<file path="config.mk">
export PLATFORM = sky130hd
export DESIGN_NAME = reorder_buffer
export DESIGN_NICKNAME = d
export VERILOG_FILES = /design/src/rtl/reorder_buffer.sv
export SDC_FILE = /design/constraint.sdc
export NUM_CORES = 1
export LEC_CHECK = 0
export ABC_CLOCK_PERIOD_IN_PS = 11800
export BUFFER_PORTS_ARGS = -buffer_cell sky130_fd_sc_hd__buf_4
export CAP_MARGIN = 30
export CORE_MARGIN = 3
export CORE_UTILIZATION = 55
export DETAILED_ROUTE_END_ITERATION = 8
export PLACE_DENSITY = 0.74
export SYNTH_ARGS = -nofsm -noshare
export SYNTH_HDL_FRONTEND = slang
export SYNTH_SLANG_ARGS = --single-unit
</file>
<file path="constraint.sdc">
create_clock -name clk -period 11.8 [get_ports clk]
set_input_delay 2.36 -clock clk [delete_from_list [all_inputs] [get_ports clk]]
set_output_delay 2.36 -clock clk [all_outputs]
set_load 0.02 [all_outputs]
</file>
<file path="src/rtl/reorder_buffer.sv">
// In-order retirement buffer: entries are allocated at issue, completed by the CDB in any
// order, and retired from the head through a combinational register-file write port.
module reorder_buffer #(
    parameter int DEPTH = 8,
    parameter int TAG_W = 3,
    parameter int XLEN  = 32
) (
    input  logic             clk,
    input  logic             rst,
    input  logic             flush,
    input  logic             alloc_valid,
    input  logic [4:0]       alloc_rd,
    output logic             alloc_ready,
    output logic [TAG_W-1:0] alloc_tag,
    input  logic             cdb_valid,
    input  logic [TAG_W-1:0] cdb_tag,
    input  logic [XLEN-1:0]  cdb_data,
    input  logic [TAG_W-1:0] q1_tag,
    output logic             q1_done,
    output logic [XLEN-1:0]  q1_value,
    input  logic [TAG_W-1:0] q2_tag,
    output logic             q2_done,
    output logic [XLEN-1:0]  q2_value,
    output logic             RegWrite,
    output logic [4:0]       writeaddr,
    output logic [XLEN-1:0]  writedata,
    output logic             empty
);

    localparam logic [TAG_W:0] FULL_CNT = (TAG_W+1)'(DEPTH);

    logic            valid_q [DEPTH];
    logic            valid_d [DEPTH];
    logic            done_q  [DEPTH];
    logic            done_d  [DEPTH];
    logic [4:0]      rd_q    [DEPTH];
    logic [4:0]      rd_d    [DEPTH];
    logic [XLEN-1:0] value_q [DEPTH];
    logic [XLEN-1:0] value_d [DEPTH];

    logic [TAG_W-1:0] head_q, head_d;
    logic [TAG_W-1:0] tail_q, tail_d;
    logic [TAG_W:0]   count_q, count_d;

    logic commit;
    logic alloc_fire;
    logic q1_bypass;
    logic q2_bypass;

    // alloc_ready is based on the registered count only, so a same-cycle retire cannot
    // open a slot for an allocation.
    assign alloc_ready = (count_q < FULL_CNT);
    assign alloc_fire  = alloc_valid & alloc_ready;
    assign alloc_tag   = tail_q;
    assign empty       = (count_q == '0);

    assign commit    = valid_q[head_q] & done_q[head_q];
    assign RegWrite  = commit & (rd_q[head_q] != 5'd0);
    assign writeaddr = rd_q[head_q];
    assign writedata = value_q[head_q];

    generate
        for (genvar gi = 0; gi < DEPTH; gi++) begin : g_entry
            logic alloc_hit;
            logic commit_hit;
            logic cdb_hit;

            assign alloc_hit  = alloc_fire && (tail_q == TAG_W'(gi));
            assign commit_hit = commit && (head_q == TAG_W'(gi));
            assign cdb_hit    = cdb_valid && (cdb_tag == TAG_W'(gi)) && valid_q[gi];

            // An allocating index is never valid, so alloc and CDB never collide here.
            assign valid_d[gi] = alloc_hit ? 1'b1 : (commit_hit ? 1'b0 : valid_q[gi]);
            assign done_d[gi]  = (alloc_hit || commit_hit) ? 1'b0 : (cdb_hit ? 1'b1 : done_q[gi]);
            assign rd_d[gi]    = alloc_hit ? alloc_rd : rd_q[gi];
            assign value_d[gi] = cdb_hit ? cdb_data : value_q[gi];
        end
    endgenerate

    always_comb begin
        head_d  = head_q;
        tail_d  = tail_q;
        count_d = count_q;
        if (commit) begin
            head_d = head_q + 1'b1;
        end
        if (alloc_fire) begin
            tail_d = tail_q + 1'b1;
        end
        if (alloc_fire && !commit) begin
            count_d = count_q + 1'b1;
        end else if (!alloc_fire && commit) begin
            count_d = count_q - 1'b1;
        end
    end

    always_ff @(posedge clk or posedge rst) begin
        if (rst) begin
            head_q  <= '0;
            tail_q  <= '0;
            count_q <= '0;
            for (int i = 0; i < DEPTH; i++) begin
                valid_q[i] <= 1'b0;
                done_q[i]  <= 1'b0;
                rd_q[i]    <= '0;
                value_q[i] <= '0;
            end
        end else if (flush) begin
            head_q  <= '0;
            tail_q  <= '0;
            count_q <= '0;
            for (int i = 0; i < DEPTH; i++) begin
                valid_q[i] <= 1'b0;
                done_q[i]  <= 1'b0;
                rd_q[i]    <= '0;
                value_q[i] <= '0;
            end
        end else begin
            head_q  <= head_d;
            tail_q  <= tail_d;
            count_q <= count_d;
            for (int i = 0; i < DEPTH; i++) begin
                valid_q[i] <= valid_d[i];
                done_q[i]  <= done_d[i];
                rd_q[i]    <= rd_d[i];
                value_q[i] <= value_d[i];
            end
        end
    end

    // Operand lookup forwards a same-cycle CDB result ahead of the stored value.
    assign q1_bypass = cdb_valid && (cdb_tag == q1_tag) && valid_q[q1_tag];
    assign q1_done   = q1_bypass | (valid_q[q1_tag] & done_q[q1_tag]);
    assign q1_value  = q1_bypass ? cdb_data : value_q[q1_tag];

    assign q2_bypass = cdb_valid && (cdb_tag == q2_tag) && valid_q[q2_tag];
    assign q2_done   = q2_bypass | (valid_q[q2_tag] & done_q[q2_tag]);
    assign q2_value  = q2_bypass ? cdb_data : value_q[q2_tag];

endmodule

</file>
==> impl_metrics.toml <==
[outcome]
status = "complete, no violations"

[setup_path]
path_class = "input pin to primary output"
reg2reg_depth = 12
arrival_ns = 5.61
r2r_end = "count_q[3]"
r2r_start = "head_q[0]"
cp-endpoint = "q2_value[11]"
cp-end-kind = "primary output"
rrSetupSlack_ns = 7.31
startpoint = "q2_tag[0]"
start_kind = "input pin"
path_max_fanout = 48
cp.required_ns = 9.44

[logic_synthesis]
synth_ff_type = "dfrtp_1"
synth_edf_count = 0
synth.distinct_cells = 44
synth_top_family_by_area = "multiplexers"
synth-compound-area-share_pct = 9.947
synth_xor_area_share_pct = 0.4699
postSynthAreaPerCell_sq_um = 9.605
synth-seq-area-share_pct = 39.81
synth_top_area_share_pct = 39.81
synthAdderAreaFrac_pct = 0.9645
synth-seq-cells = 322
async_reset_ff_share_pct = 100.0
synth_area_sq_um = 20240
yosysWarnings = 0
syn_inst = 2107
synth-simple-area-share_pct = 16.22
synthMuxAreaShare_pct = 27.93
syn-num-nets = 2173
yosys.area.top_type = "dfrtp_1"
ys_top_cells_by_area = "dfrtp_1, mux4_2, nand2_1"

[die]
fp-row-count = 69
core_region_area_sq_um = 35910
fp.dieArea_sq_um = 39130
io-pin-count = 160
die_h_um = 197.8
initial_utilization_pct = 56.35
die_width_um = 197.8

[drt]
vias = 17260
ant_nets = 0
drtIter0Drc = 2381
drt_wl_total_um = 63710
avgRoutedWirePerCell_um = 24.38
viasPerCell = 6.604
firstDrtPassIters = 5
drc_errors = 0

[placement]
dp.final_hpwl_um = 37810
placed_cell_area_sq_um = 21500
port_buffers = 159
place_congestion = 0.8731

[timing]
rsz0062_at_grt = "no"
tightestPinTransition_ns = 1.219
post-route-period-util_pct = 67.53
hold_viol = 0
finalSetupViolCount = 0
relSlewSlack_pct = 18.74
skew_ns = 0.01657
period_needed_ns = 7.969
tns_ns = 0
slew_violations = 0
max_freq_ghz = 0.1255

[clock_tree]
cts.sinks = 322
tritoncts = "yes"
ctsRootBufferMaster = "clkbuf_16"
numCtsBuffers = 38
cts_resized = 0
htreeDepth = 2
clockBufferDepth = 3
path_clk_slew_ns = 0.06
clock_latency_ns = 0.53
hold_buffers = 0
post_cts_buffers = 0

[min_path]
min_path_type = "flop to flop"

[power]
powerDensity_nw_per_um2 = 113.5
power.leakage_nw = 9.311
peakVddDrop_v = 0.0001011

[layout]
num-nets-final = 2187
area_growth_pct = 12.75
fillers = 2853
drive_gt1_share_pct = 22.39
layout_common_cells = "nand2_1, dfrtp_1, a21oi_1"
final_common_cell = "nand2_1"
fin_area_sq_um = 22820

[global_routing]
grt_max_degree = 191
antenna_found_initial = 6
first_global_vias = 17300
overflow = 0
grt_use_total_pct = 32.84
grt_pass1_wl_um = 99140

[job]
max_cap_violations = 0
==> kinds of logic (layout without fill, tap and decap cells) <==
family                     Yosys count  in the layout
adders and majority gates           15             15
muxes                              300            300
other                                0              4
and+or+nand+nor                    841            841
AOI/OAI and AO/OA                  382            382
buffers and inverters              237            278
xor gates and xnor gates            10             10
DFF                                322            322
==> cell type report <==
| cell class | count | area (sq um) | share of cell area, % |
|---|---|---|---|
| multi-input combinational | 1548 | 11260 | 49.33 |
| inverter | 14 | 62.56 | 0.2742 |
| sequential | 322 | 8066 | 35.35 |
| timing repair buffer | 197 | 1624 | 7.117 |
| clock inverter | 13 | 108.9 | 0.4771 |
| clock buffer | 54 | 1112 | 4.875 |
| tap | 461 | 576.8 | 2.528 |
| antenna | 4 | 10.01 | 0.04387 |
==> layer usage <==
metal  vias to the layer above  routed length (um)  global-route usage (%)
li1                       7376                   -                       -
met1                      8557               23250                   43.76
met2                      1110               30580                   52.86
met3                       211                7062                   6.568
met4                         2                2817                   14.81
met5                         -                   7                       0
==> state kept, by name, summed over array words and instances (netlist names) <==
name	flops
value_q	256
count_q	4
valid_q	8
alloc_tag	3
head_q	3
rd_q	40
done_q	8
==> critical path, cell delays in order <==
cell	delay [ns]
buf_4	0.45
buf_4	0.83
mux4_2	0.39
mux2i_1	0.11
nor2b_4	0.43
buf_4	0.59
nand2_1	0.13
o21ai_1	0.10
buf_4	0.16
==> worst min path at each step <==
stage | start | to | slack (ns) | depth (start not counted)
2_1_floorplan | rd_q[28] | rd_q[28] | 0.48 | 2
4_1_cts | rd_q[12] | rd_q[12] | 0.52 | 2
5_1_grt | rd_q[8] | rd_q[8] | 0.54 | 2
6_report | rd_q[0] | rd_q[0] | 0.52 | 2
3_3_place_gp | rd_q[38] | rd_q[38] | 0.50 | 2
3_5_place_dp | rd_q[38] | rd_q[38] | 0.51 | 2
==> metrics by stage <==
stage / worst slack, ns / hold WS (ns) / utilization, % / total power [mW] / instances
floorplan: 0.5270 / 0.4774 / - / 1.361 / 2107
CTS: 3.808 / 0.5226 / 63.27 / 2.598 / 2605
global route: 3.491 / 0.5429 / 63.53 / 2.675 / 2612
detailed placement: 3.809 / 0.5105 / 59.87 / 1.448 / 2538
global placement: 3.891 / 0.4952 / 59.55 / 1.441 / 2532
finish: 3.831 / 0.5223 / 63.53 / 2.590 / 2613
==> cells in the mapped netlist, drive strengths merged, types with 2 or more instances <==
| master | n |
|---|---|
| mux2i | 85 |
| o211ai | 2 |
| xnor2 | 9 |
| nand2 | 748 |
| nand4 | 2 |
| a2111oi | 5 |
| dfrtp | 322 |
| inv | 14 |
| o21ai | 72 |
| o31ai | 3 |
| a211oi | 2 |
| ha | 14 |
| a2bb2oi | 2 |
| nor4 | 4 |
| a311oi | 2 |
| clkbuf | 181 |
| nand3 | 11 |
| mux4 | 211 |
| and3 | 12 |
| a21oi | 290 |
| mux2 | 4 |
| nor2 | 42 |
| and4 | 4 |
| a21o | 2 |
| nor2b | 7 |
| and2 | 7 |
| buf | 42 |
==> where the power goes <==
group / leakage, nW / switching [mW] / total (mW) / internal (mW)
sequential: 4.48 / 0.0214 / 1.14 / 1.12
combinational: 4.23 / 0.183 / 0.289 / 0.105
clock: 0.598 / 0.477 / 1.16 / 0.680
total: 9.31 / 0.682 / 2.59 / 1.91
(Power assumes the default switching activity.)
